**src/rtl/mc_ctrl_ext.sv**
```systemverilog
`default_nettype none
// ============================================================================
// Module  : mc_ctrl_ext
// Purpose : Multicycle MIPS control FSM with I-type ops, BNE, JR, a memory
//           ready handshake with timeout, and an illegal-opcode trap.
// Rev     : 1.0  initial release
// ============================================================================
module mc_ctrl_ext #(
    parameter int MEM_WAIT_EN = 1,
    parameter int TIMEOUT     = 15,
    parameter int TRAP_HALT   = 0,
    parameter int JR_EN       = 1
) (
    input  logic       clk,
    input  logic       rst,
    input  logic [5:0] OP,
    input  logic [5:0] FUNCT,
    input  logic       mem_ready,
    output logic [1:0] RegDst,
    output logic       RegWrite,
    output logic       ALUSrcA,
    output logic [1:0] ALUSrcB,
    output logic [1:0] ALUOp,
    output logic       ExtOp,
    output logic       IorD,
    output logic       IRWrite,
    output logic       MemRead,
    output logic       MemWrite,
    output logic [1:0] MemtoReg,
    output logic       PCWrite,
    output logic       PCWriteCond,
    output logic       BranchNe,
    output logic [1:0] PCSource,
    output logic       illegal,
    output logic       mem_timeout,
    output logic [4:0] state
);

    typedef enum logic [4:0] {
        S_IF     = 5'd0,
        S_ID     = 5'd1,
        S_EX_LS  = 5'd2,
        S_MEM_RD = 5'd3,
        S_WB_LS  = 5'd4,
        S_MEM_ST = 5'd5,
        S_EX_R   = 5'd6,
        S_WB_R   = 5'd7,
        S_BR_CPN = 5'd8,
        S_J_CPN  = 5'd9,
        S_JAL    = 5'd10,
        S_EX_I   = 5'd11,
        S_WB_I   = 5'd12,
        S_JR     = 5'd13,
        S_TRAP   = 5'd14,
        S_RST    = 5'd31
    } state_t;

    typedef struct packed {
        logic [1:0] regdst;
        logic       regwrite;
        logic       alusrca;
        logic [1:0] alusrcb;
        logic [1:0] aluop;
        logic       iord;
        logic       memread;
        logic       memwrite;
        logic [1:0] memtoreg;
        logic       pcwrite;
        logic       pcwritecond;
        logic       branchne;
        logic [1:0] pcsource;
        logic       fetch;
    } ctrl_t;

    localparam logic [5:0] c_OP_RTYPE = 6'b000000;
    localparam logic [5:0] c_OP_J     = 6'b000010;
    localparam logic [5:0] c_OP_JAL   = 6'b000011;
    localparam logic [5:0] c_OP_BEQ   = 6'b000100;
    localparam logic [5:0] c_OP_BNE   = 6'b000101;
    localparam logic [5:0] c_OP_ADDI  = 6'b001000;
    localparam logic [5:0] c_OP_SLTI  = 6'b001010;
    localparam logic [5:0] c_OP_ANDI  = 6'b001100;
    localparam logic [5:0] c_OP_ORI   = 6'b001101;
    localparam logic [5:0] c_OP_LW    = 6'b100011;
    localparam logic [5:0] c_OP_SW    = 6'b101011;
    localparam logic [5:0] c_FN_JR    = 6'b001000;

    localparam int c_CW = (TIMEOUT < 2) ? 2 : $clog2(TIMEOUT + 1);
    localparam logic [c_CW-1:0] c_TLAST = c_CW'((TIMEOUT > 0) ? TIMEOUT - 1 : 0);
    localparam logic [c_CW-1:0] c_ONE   = {{(c_CW-1){1'b0}}, 1'b1};

    state_t          r_state;
    ctrl_t           r_ctl;
    logic [c_CW-1:0] r_cnt;
    logic            r_illegal;
    logic            r_mem_timeout;

    state_t          w_next;
    logic [c_CW-1:0] w_cnt;
    logic            w_ill;
    logic            w_to;
    logic            w_ready;
    logic            w_wait_state;
    logic            w_expire;

    // Control word for a state; registered from the next state so outputs are glitch-free.
    function automatic ctrl_t f_decode(input state_t s, input logic [5:0] op);
        ctrl_t c;
        c = '0;
        case (s)
            S_IF: begin
                c.memread = 1'b1;
                c.alusrcb = 2'b01;
                c.fetch   = 1'b1;
            end
            S_ID: begin
                c.alusrcb = 2'b11;
            end
            S_EX_LS: begin
                c.alusrca = 1'b1;
                c.alusrcb = 2'b10;
            end
            S_MEM_RD: begin
                c.iord    = 1'b1;
                c.memread = 1'b1;
            end
            S_WB_LS: begin
                c.regwrite = 1'b1;
                c.memtoreg = 2'b01;
            end
            S_MEM_ST: begin
                c.iord     = 1'b1;
                c.memwrite = 1'b1;
            end
            S_EX_R: begin
                c.alusrca = 1'b1;
                c.aluop   = 2'b10;
            end
            S_WB_R: begin
                c.regwrite = 1'b1;
                c.regdst   = 2'b01;
            end
            S_BR_CPN: begin
                c.alusrca     = 1'b1;
                c.aluop       = 2'b01;
                c.pcwritecond = 1'b1;
                c.pcsource    = 2'b01;
                c.branchne    = (op == c_OP_BNE);
            end
            S_J_CPN: begin
                c.pcwrite  = 1'b1;
                c.pcsource = 2'b10;
            end
            S_JAL: begin
                c.regwrite = 1'b1;
                c.regdst   = 2'b10;
                c.memtoreg = 2'b10;
            end
            S_EX_I: begin
                c.alusrca = 1'b1;
                c.alusrcb = 2'b10;
                c.aluop   = 2'b11;
            end
            S_WB_I: begin
                c.regwrite = 1'b1;
            end
            S_JR: begin
                c.pcwrite  = 1'b1;
                c.pcsource = 2'b11;
            end
            default: ;
        endcase
        return c;
    endfunction

    assign w_ready      = mem_ready || (MEM_WAIT_EN == 0);
    assign w_wait_state = (r_state == S_IF) || (r_state == S_MEM_RD) || (r_state == S_MEM_ST);
    // A ready in the final wait cycle beats the timeout.
    assign w_expire     = (TIMEOUT != 0) && (r_cnt == c_TLAST) && !w_ready;

    always_comb begin
        w_next = r_state;
        w_cnt  = '0;
        w_ill  = 1'b0;
        w_to   = 1'b0;
        if (w_wait_state && !w_ready && !w_expire) begin
            w_cnt = r_cnt + c_ONE;
        end
        case (r_state)
            S_RST: w_next = S_IF;
            S_IF: begin
                if (w_ready) begin
                    w_next = S_ID;
                end else if (w_expire) begin
                    w_next = S_TRAP;
                    w_to   = 1'b1;
                end
            end
            S_ID: begin
                case (OP)
                    c_OP_RTYPE: w_next = ((JR_EN != 0) && (FUNCT == c_FN_JR)) ? S_JR : S_EX_R;
                    c_OP_J:     w_next = S_J_CPN;
                    c_OP_JAL:   w_next = S_JAL;
                    c_OP_LW,
                    c_OP_SW:    w_next = S_EX_LS;
                    c_OP_BEQ,
                    c_OP_BNE:   w_next = S_BR_CPN;
                    c_OP_ADDI,
                    c_OP_ANDI,
                    c_OP_ORI,
                    c_OP_SLTI:  w_next = S_EX_I;
                    default: begin
                        w_next = S_TRAP;
                        w_ill  = 1'b1;
                    end
                endcase
            end
            S_EX_LS: w_next = (OP == c_OP_SW) ? S_MEM_ST : S_MEM_RD;
            S_MEM_RD: begin
                if (w_ready) begin
                    w_next = S_WB_LS;
                end else if (w_expire) begin
                    w_next = S_TRAP;
                    w_to   = 1'b1;
                end
            end
            S_MEM_ST: begin
                if (w_ready) begin
                    w_next = S_IF;
                end else if (w_expire) begin
                    w_next = S_TRAP;
                    w_to   = 1'b1;
                end
            end
            S_EX_R:  w_next = S_WB_R;
            S_EX_I:  w_next = S_WB_I;
            S_JAL:   w_next = S_J_CPN;
            S_WB_LS,
            S_WB_R,
            S_WB_I,
            S_BR_CPN,
            S_J_CPN,
            S_JR:    w_next = S_IF;
            S_TRAP: begin
                if (TRAP_HALT != 0) begin
                    w_ill = r_illegal;
                    w_to  = r_mem_timeout;
                end else begin
                    w_next = S_IF;
                end
            end
            default: w_next = S_IF;
        endcase
    end

    always_ff @(posedge clk or negedge rst) begin
        if (!rst) begin
            r_state       <= S_RST;
            r_ctl         <= '0;
            r_cnt         <= '0;
            r_illegal     <= 1'b0;
            r_mem_timeout <= 1'b0;
        end else begin
            r_state       <= w_next;
            r_ctl         <= f_decode(w_next, OP);
            r_cnt         <= w_cnt;
            r_illegal     <= w_ill;
            r_mem_timeout <= w_to;
        end
    end

    // Fetch strobes only fire in the cycle the memory actually delivers.
    assign IRWrite     = r_ctl.fetch & w_ready;
    assign PCWrite     = r_ctl.pcwrite | (r_ctl.fetch & w_ready);
    assign RegDst      = r_ctl.regdst;
    assign RegWrite    = r_ctl.regwrite;
    assign ALUSrcA     = r_ctl.alusrca;
    assign ALUSrcB     = r_ctl.alusrcb;
    assign ALUOp       = r_ctl.aluop;
    assign IorD        = r_ctl.iord;
    assign MemRead     = r_ctl.memread;
    assign MemWrite    = r_ctl.memwrite;
    assign MemtoReg    = r_ctl.memtoreg;
    assign PCWriteCond = r_ctl.pcwritecond;
    assign BranchNe    = r_ctl.branchne;
    assign PCSource    = r_ctl.pcsource;
    assign ExtOp       = !((OP == c_OP_ANDI) || (OP == c_OP_ORI));
    assign illegal     = r_illegal;
    assign mem_timeout = r_mem_timeout;
    assign state       = r_state;

endmodule
`default_nettype wire
```
**config.mk**
```make
export PLATFORM = sky130hd
export DESIGN_NAME = mc_ctrl_ext
export DESIGN_NICKNAME = d
export VERILOG_FILES = /design/src/rtl/mc_ctrl_ext.sv
export SDC_FILE = /design/constraint.sdc
export NUM_CORES = 1
export LEC_CHECK = 0
export BUFFER_PORTS_ARGS = -buffer_cell sky130_fd_sc_hd__buf_2
export CAP_MARGIN = 40
export CORE_MARGIN = 2
export CORE_UTILIZATION = 52
export DETAILED_ROUTE_END_ITERATION = 8
export PLACE_DENSITY = 0.84
export SLEW_MARGIN = 20
export SYNTH_ARGS = -nofsm -noshare
export SYNTH_HDL_FRONTEND = slang
export SYNTH_SLANG_ARGS = --single-unit
```
**constraint.sdc**
```tcl
create_clock -name clk -period 2.35 [get_ports clk]
set_input_delay 0.235 -clock clk [delete_from_list [all_inputs] [get_ports clk]]
set_output_delay 0.235 -clock clk [all_outputs]
set_load 0.01 [all_outputs]
```
==> results of run 1 <==
report_power, final:
part | switching, mW | leakage [nW] | internal [mW]
registers | 0.103 | 0.389 | 0.651
logic | 0.452 | 0.502 | 0.331
clock network | 0.163 | 0.0353 | 0.145
total | 0.718 | 0.926 | 1.13
layout by cell type (no fill, tap or decap), drive strengths merged, types with 3 or more instances in the layout:
master   n
nor2b    3
nor3    11
nand3    7
and3b    3
xnor2    3
clkbuf   7
and2     3
inv      6
buf     43
nand2   11
nand2b   5
and3     4
or2      3
a21oi    5
dfrtp   25
o21ai    4
nor2    12
dfstp    5
worst paths after layout:
path	start	end	slack, ns	cells past startpoint
max	state[2]	PCSource[0]	0.13	6
min in group asynchronous	rst	ALUSrcB[1]	0.45	2
max in group asynchronous	rst	illegal	1.49	2
min	mem_ready	MemtoReg[0]	0.21	3
max reg2reg	state[2]	PCSource[0]	0.13	6
min reg2reg	r_cnt[0]	r_cnt[0]	0.49	1
timing repair:
action                    in CTS  in global routing
setup buffers                  0                  0
hold endpoints to repair      25                  0
hold buffers                   1                  0
metal layers:
layer  up-vias  part of all wire, %
li1        618                    -
met1       606                   39
met2        45                   52
met3         8                  6.6
met4         0                  1.9
met5         -                    0
logic make-up after synthesis:
| logic type | count (synthesis) | share of synthesized area, % |
|---|---|---|
| AOI/OAI and AO/OA | 27 | 13.0 |
| xor gates and xnor gates | 4 | 2.19 |
| adders and majority gates | 2 | 1.56 |
| buffers and inverters | 22 | 8.82 |
| DFF | 30 | 47.2 |
| muxes | 2 | 1.25 |
| other | 1 | 0.234 |
| and+or+nand+nor | 70 | 25.8 |
sequential cells by signal, summed over array words and instances, names as in the netlist:
register     flops
MemtoReg         2
PCSource         2
BranchNe         1
r_cnt            4
illegal          1
RegWrite         1
mem_timeout      1
MemRead          1
IorD             1
ALUSrcA          1
ALUOp            2
PCWriteCond      1
RegDst           2
r_ctl            2
MemWrite         1
state            5
ALUSrcB          2
metrics by stage:
stage	cell area [um2]	hold slack, ns	setup WS, ns	util (%)
after CTS	1820	0.188	0.155	60.6
after global routing	1820	0.179	0.0467	60.6
after global placement	1750	0.274	0.215	58.3
after detailed placement	1750	0.292	0.178	58.3
final	1820	0.206	0.129	60.6
after floorplan	1600	-0.0606	0.382	-
synth_stat cells, types with 2 or more instances:
cell	n
buf_4	11
o21a_1	2
buf_2	4
nor3_1	10
nor3b_1	2
a21oi_1	5
and3b_1	3
inv_1	4
and2_1	3
nor2_1	12
nand3_1	7
o21ai_0	4
a22o_1	2
xnor2_1	3
nor2b_1	3
ha_1	2
mux2i_1	2
and3_1	4
nand2_1	10
nand2b_1	5
dfstp_2	5
o211ai_1	2
dfrtp_1	25
critical path, delay by kind of cell (launching register included):
kind | cells | cell delay, ns
simple gates | 2 | 0.60
compound gates | 4 | 0.87
flops | 1 | 0.66
cell type report:
type / instances / area, um2 / share of cell area [%]
clock buffer: 7 / 55.1 / 3.02
clock inverter: 1 / 5.00 / 0.275
inverter: 6 / 27.5 / 1.51
multi-input combinational: 106 / 704 / 38.7
sequential: 30 / 757 / 41.6
tap: 33 / 41.3 / 2.27
timing repair buffer: 44 / 230 / 12.6
==> results.py, run 1 <==
metrics = {
    "timing": {
        "finalSetupTns_ns": 0,
        "finClkSkew_ns": 0.00694,
        "setup_viol": 0,
        "rsz0062_at_grt": "false",
        "timing.final.max_slew_violations": 0,
        "finalHoldViolCount": 0,
        "max_freq_mhz": 450,
        "max_slew_margin_pct": 58.7,
        "min_period_over_period_pct": 94.5,
        "worstMarginPinSlew_ns": 0.620,
        "period_needed_ns": 2.22,
    },
    "logic_synthesis": {
        "ys_types": 51,
        "synth_edf_count": 0,
        "synth_top_area_share_pct": 39.0,
        "ys_ff_latch": 30,
        "synth_top_cell_by_area": "dfrtp_1",
        "syn-num-nets": 175,
        "syn_avg_cell_area_um2": 10.1,
        "synth_area_um2": 1600,
        "synth_area_leaders": "dfrtp_1 39%, dfstp_2 8.2%, buf_4 5.2%",
        "synth_seq_area_share_pct": 47.2,
        "async_flop_share_pct": 100,
        "ys.flop_type": "dfrtp_1",
        "yosysWarnings": 0,
        "syn_inst": 158,
    },
    "outcome": {
        "status": "finished clean",
    },
    "global_route": {
        "grt_max_degree": 31,
        "grt_pass1_vias": 1169,
        "gr-max-usage-layer": "met2",
        "met3_usage_pct": 7.21,
        "grt_overflow_total": 0,
        "antenna_found_initial": 0,
        "grt_usage_pct": 20.4,
        "grt_pass1_wl_um": 5200,
        "use_met2_pct": 35.5,
        "grtUsageMet1_pct": 22.8,
    },
    "drt": {
        "via_per_inst": 5.63,
        "drcViolationCount": 0,
        "ant_nets": 0,
        "via_count": 1277,
        "dr.pass1.iters": 4,
        "drtIter0Drc": 36,
        "wl_um": 3240,
        "wl_per_cell_um": 14.3,
    },
    "setup_path": {
        "worst_setup_path_end_kind": "flip-flop",
        "startpoint_type": "flip-flop",
        "arrival_ns": 2.47,
        "slowest_delay_ns": 0.66,
        "worstPathCellList": "o21ba_2 > a22o_1 > a22oi_1 > and4b_1 > nand2_1 > a211oi_2",
        "critPathSlowestCell": "dfstp_2",
        "crit_fanout": 11,
        "worst_ep_required_time_ns": 2.60,
        "crit_type": "reg -> reg",
    },
    "floorplanning": {
        "die_width_um": 59.5,
        "initial_utilization_pct": 53.4,
        "core_area_um2": 3000,
        "rows": 20,
        "die-area_um2": 3540,
        "pin_count": 42,
        "die_h_um": 59.5,
    },
    "placed_design": {
        "dp_hpwl_um": 2460,
        "place_congestion": 0.875,
        "dp_cells": 218,
        "port_buffers": 41,
    },
    "power": {
        "power.total_mw": 1.85,
        "peakVddDrop_mv": 0.515,
        "power.density_nw_per_um2": 1010,
        "leakage_nw": 0.926,
    },
    "cts": {
        "insertion_delay_ns": 0.33,
        "cts_tree": "built",
        "cts_sinks": 30,
        "post_cts_resized": 0,
        "clock-root-buffer": "clkbuf_4",
        "clkTransAtPathRegs_ns": 0.09,
        "h-tree-depth": 2,
        "cts_buffer_depth": 2,
        "cts_buffers": 5,
    },
    "final_layout": {
        "area_growth_pct": 13.6,
        "nets": 210,
        "drive_above_1_share_pct": 34.5,
        "diodes": 0,
        "fillers": 254,
        "stdcell_count": 227,
    },
    "min_path": {
        "hp-class": "in -> reg",
    },
    "run": {
        "max-cap-violations": 0,
    },
}
Note: power is estimated with default switching activity, not from simulation.
==> inputs of run 2 (changes only) <==
- REMOVE_ABC_BUFFERS: not set -> 1
==> results.py, run 2 (same netlist as run 1, synthesis figures left out) <==
metrics = {
    "power": {
        "power.total_mw": 1.83,
        "peakVddDrop_mv": 0.433,
        "leakage_nw": 0.926,
        "power.density_nw_per_um2": 1010,
    },
    "setup_path": {
        "arrival_ns": 2.45,
        "path_delay_family": "compound AO/OA/AOI/OAI gates",
        "worst_ep_required_time_ns": 2.59,
        "critPathSlowestCell": "dfstp_2",
        "crit_type": "reg -> reg",
        "slowest_delay_ns": 0.66,
        "crit_fanout": 11,
        "cp_num_buf_inv": 0,
        "startpoint_type": "flip-flop",
        "worstPathCellList": "o21ba_2 > a22o_1 > a22oi_1 > and4b_1 > nand2_1 > a211oi_2",
        "worst_setup_path_end_kind": "flip-flop",
    },
    "timing": {
        "rsz0062_at_grt": "false",
        "period_needed_ns": 2.20,
        "finClkSkew_ns": 0.0115,
        "setup_viol": 0,
        "timing.final.max_slew_violations": 0,
        "max_slew_margin_pct": 58.5,
        "max_freq_mhz": 454,
        "min_period_over_period_pct": 93.8,
        "worstMarginPinSlew_ns": 0.623,
        "finalHoldViolCount": 0,
    },
    "floorplanning": {
        "die-area_um2": 3540,
        "core_area_um2": 3000,
        "pin_count": 42,
        "rows": 20,
        "initial_utilization_pct": 53.4,
        "die_width_um": 59.5,
        "die_h_um": 59.5,
    },
    "drt": {
        "via_per_inst": 5.62,
        "wl_per_cell_um": 14.3,
        "wl_um": 3240,
        "drtIter0Drc": 34,
        "drcViolationCount": 0,
        "via_count": 1276,
        "dr.pass1.iters": 4,
        "ant_nets": 0,
    },
    "final_layout": {
        "drive_above_1_share_pct": 34.5,
        "nets": 210,
        "stdcell_count": 227,
        "mostFrequentLayoutCells": "41 x buf_2, 25 x dfrtp_1, 12 x nor2_1",
        "fillers": 269,
        "area_growth_pct": 13.6,
        "final_common_cell": "buf_2",
        "diodes": 0,
        "largest_reg_flops": 5,
    },
    "global_route": {
        "antenna_found_initial": 0,
        "grt_pass1_wl_um": 5150,
        "grt_max_degree": 31,
        "grt_overflow_total": 0,
        "grt_usage_pct": 20.1,
        "grt_pass1_vias": 1171,
    },
    "placed_design": {
        "dp_hpwl_um": 2390,
        "port_buffers": 41,
        "dp_cells": 218,
        "place_congestion": 0.826,
    },
    "cts": {
        "post_cts_resized": 0,
        "cts_tree": "built",
        "clkTransAtPathRegs_ns": 0.09,
        "h-tree-depth": 2,
        "cts_buffer_depth": 2,
        "clock-root-buffer": "clkbuf_4",
        "cts_buffers": 5,
        "cts_sinks": 30,
        "insertion_delay_ns": 0.33,
        "post-cts-setup-buffers": 0,
        "ctsHoldBuffers": 1,
    },
    "outcome": {
        "status": "finished clean",
    },
    "run": {
        "max-cap-violations": 0,
    },
    "min_path": {
        "hp-class": "in -> reg",
    },
}
run 2: cell counts in the layout (fill, tap and decap cells not counted):
Identical to the previous run, type by type.
run 2: path summary, 6_finish.rpt:
check / cells after the start / start / to / slack, ns
max: 6 / state[2] / PCSource[0] / 0.15
min: 3 / mem_ready / MemtoReg[0] / 0.18
max reg2reg: 6 / state[2] / PCSource[0] / 0.15
min reg2reg: 1 / r_cnt[0] / r_cnt[0] / 0.49
max in group asynchronous: 2 / rst / r_cnt[3] / 1.48
min in group asynchronous: 2 / rst / r_ctl[0] / 0.45
run 2: through the flow:
stage	cell area [um2]	hold slack (ns)	setup slack [ns]	utilization (%)	TNS, ns
after floorplan	1490	-0.0606	-0.0185	-	-0.0185
after global placement	1750	0.274	0.223	58.3	0
after detailed placement	1750	0.288	0.172	58.3	0
after CTS	1820	0.181	0.144	60.6	0
after global routing	1820	0.196	0.0152	60.6	0
final	1820	0.181	0.146	60.6	0
run 2: area by class of cell:
type	count	area, um2	area share, %
clock inverter	1	5.00	0.275
tap	33	41.3	2.27
clock buffer	7	55.1	3.02
sequential	30	757	41.6
timing repair buffer	44	230	12.6
multi-input combinational	106	704	38.7
inverter	6	27.5	1.51
run 2: routing by layer:
layer	track usage [%]	up-vias	share of wire (%)
met5	0	-	0
met4	7.62	0	2.4
met3	7.42	13	7.5
met2	34.1	55	50
met1	23.0	587	40
li1	-	621	-
run 2: report_power, final:
part           internal, mW  switching (mW)
clock network         0.145           0.165
registers             0.651           0.102
logic                 0.331           0.438
run 2: worst register-to-register path: cells and delay by family (launching register included):
kind / cells / cell delay [ns]
AND/OR/NAND/NOR: 2 / 0.58
flip-flops: 1 / 0.66
AO/OA/AOI/OAI: 4 / 0.88
==> inputs of run 3 (changes only) <==
- ABC_AREA: not set -> 1
- CORE_UTILIZATION: 52 -> 53
- SLEW_MARGIN: 20 -> 15
==> results.py, run 3 <==
metrics = {
    "logic_synthesis": {
        "syn_inst": 208,
        "yosysWarnings": 0,
        "synth_top_area_share_pct": 36.7,
        "synth_edf_count": 0,
        "post-synth-top-count-cell": "nand2_1",
        "synth_top_cell_by_area": "dfrtp_1",
        "synth_area_um2": 1700,
        "syn_avg_cell_area_um2": 8.19,
        "synth_fa_ha_area_share_pct": 1.47,
        "ys.flop_type": "dfrtp_1",
        "synth_top_family_by_area": "simple AND/OR/NAND/NOR gates",
        "ys_types": 25,
        "synth_compound_area_share_pct": 3.01,
        "synth_area_leaders": "dfrtp_1 37%, nand2_1 8.1%, dfstp_2 7.7%",
        "synthTopCellsByCount": "37 x nand2_1, 28 x nor2_1, 25 x dfrtp_1, 24 x inv_1, 21 x nand3_1",
        "synthSimpleGateAreaFrac_pct": 37.7,
        "ys_ff_latch": 30,
        "synth_mux_area_share_pct": 0,
        "async_flop_share_pct": 100,
        "synth_seq_area_share_pct": 44.4,
        "synth_xor_area_share_pct": 1.03,
    },
    "global_route": {
        "grt_pass1_wl_um": 5390,
        "grt_max_degree": 31,
        "grt_usage_pct": 20.4,
        "grt_overflow_total": 0,
        "antenna_found_initial": 0,
        "grt_pass1_vias": 1265,
    },
    "drt": {
        "via_per_inst": 4.75,
        "via_count": 1388,
        "wl_per_cell_um": 10.9,
        "drcViolationCount": 0,
        "wl_um": 3190,
        "ant_nets": 0,
        "dr.pass1.iters": 4,
        "drtIter0Drc": 53,
    },
    "power": {
        "peakVddDrop_mv": 0.355,
        "leakage_nw": 1.20,
        "power.density_nw_per_um2": 938,
    },
    "setup_path": {
        "worst_setup_path_end_kind": "flip-flop",
        "path_delay_family": "simple AND/OR/NAND/NOR gates",
        "slowest_delay_ns": 0.60,
        "startpoint_type": "flip-flop",
        "cpMostUsedCell": "nor2_1",
        "crit_type": "reg -> reg",
        "worst_ep_required_time_ns": 2.62,
        "arrival_ns": 2.06,
        "critPathSlowestCell": "dfstp_2",
        "rr_worst_depth": 10,
        "crit_fanout": 6,
        "cp_num_cells": 10,
        "cp_num_buf_inv": 2,
        "worstPathCellList": "inv_1 > nor2_1 > nand3_1 > inv_2 > a21oi_2 > nand2_1 > nor2_1 > nor2_1 > nand2_1 > nand3_1",
    },
    "cts": {
        "insertion_delay_ns": 0.34,
        "post-cts-setup-buffers": 0,
        "post_cts_resized": 0,
        "clock-root-buffer": "clkbuf_4",
        "ctsHoldBuffers": 1,
        "cts_tree": "built",
        "clkTransAtPathRegs_ns": 0.10,
        "cts_sinks": 30,
        "cts_buffer_depth": 2,
        "h-tree-depth": 2,
        "cts_buffers": 5,
    },
    "timing": {
        "finalSetupTns_ns": 0,
        "finClkSkew_ns": 0.0110,
        "timing.final.max_slew_violations": 0,
        "setup_viol": 0,
        "period_needed_ns": 1.78,
        "worstMarginPinSlew_ns": 0.615,
        "max_slew_margin_pct": 59.0,
        "min_period_over_period_pct": 75.9,
        "rsz0062_at_grt": "false",
        "finalHoldViolCount": 0,
        "max_freq_mhz": 560,
    },
    "final_layout": {
        "fillers": 268,
        "area_growth_pct": 18.0,
        "final_common_cell": "buf_2",
        "nets": 264,
        "drive_above_1_share_pct": 38.7,
        "mostFrequentLayoutCells": "41 x buf_2, 37 x nand2_1, 28 x nor2_1",
        "largest_reg_flops": 5,
        "diodes": 0,
        "fin_area_um2": 2010,
    },
    "placed_design": {
        "postPlaceCellArea_um2": 1890,
        "port_buffers": 41,
        "place_congestion": 0.878,
        "dp_hpwl_um": 2530,
    },
    "floorplanning": {
        "pin_count": 42,
        "initial_utilization_pct": 55.8,
        "die_h_um": 60.7,
        "core_area_um2": 3050,
        "rows": 20,
        "die_width_um": 60.7,
        "die-area_um2": 3690,
    },
    "min_path": {
        "hold_path_depth": 3,
        "hp-class": "in -> reg",
    },
    "outcome": {
        "status": "finished clean",
    },
    "run": {
        "max-cap-violations": 0,
    },
}
-- run 3: area by class of cell --
class	instances	area [um2]	area share, %
multi-input cells	133	741	36.8
well taps	44	55.1	2.74
inverters	35	131	6.53
repair buffers	42	215	10.7
clock buffers	6	51.3	2.55
flip-flops and latches	30	757	37.6
clock inverters	2	60.1	2.99
-- run 3: cells by family (layout without fill, tap and decap cells) --
group / count (synthesis) / count (layout)
flops: 30 / 30
fa+ha+maj: 2 / 2
other cells: 1 / 1
compound gates: 9 / 9
xor+xnor: 2 / 2
buf+inv: 45 / 85
simple gates: 119 / 119
-- run 3: path summary, 6_finish.rpt --
path,from,end,slack (ns)
setup / recovery,state[1],RegWrite,0.57
hold / removal,OP[0],BranchNe,0.17
setup reg to reg,state[1],RegWrite,0.57
hold reg to reg,r_cnt[0],r_cnt[0],0.50
max in group asynchronous,rst,RegDst[1],1.50
min in group asynchronous,rst,r_cnt[1],0.45
-- run 3: per-stage QoR --
stage | setup slack, ns | hold slack (ns) | std cells | total power, mW | util [%]
6_report | 0.566 | 0.169 | 292 | 1.89 | 65.9
5_1_grt | 0.384 | 0.177 | 292 | 2.01 | 65.9
4_1_cts | 0.568 | 0.161 | 292 | 1.90 | 65.9
3_5_place_dp | 0.616 | 0.290 | 283 | 1.35 | 61.9
3_3_place_gp | 0.647 | 0.288 | 283 | 1.33 | 61.9
2_1_floorplan | 0.757 | -0.0606 | 198 | 1.14 | -
-- run 3: report_power, final --
| group | internal (mW) | total [mW] | switching (mW) | leakage, nW |
|---|---|---|---|---|
| sequential | 0.639 | 0.701 | 0.0627 | 0.388 |
| clock | 0.360 | 0.543 | 0.183 | 0.0585 |
| combinational | 0.229 | 0.642 | 0.413 | 0.754 |
| total | 1.23 | 1.89 | 0.658 | 1.20 |
-- run 3: metal layers --
layer	vias to the layer above	global-route usage (%)	wire length, um
met5	-	0	0
met2	50	33.5	1570
met3	14	5.76	194
met1	612	24.5	1320
met4	0	10.2	103
li1	712	-	-
-- run 3: worst register-to-register path: cells and delay by family (launching register included) --
family | cells | cell delay, ns
and+or+nand+nor | 7 | 0.89
buffers and inverters | 2 | 0.18
DFF | 1 | 0.60
AOI/OAI and AO/OA | 1 | 0.05
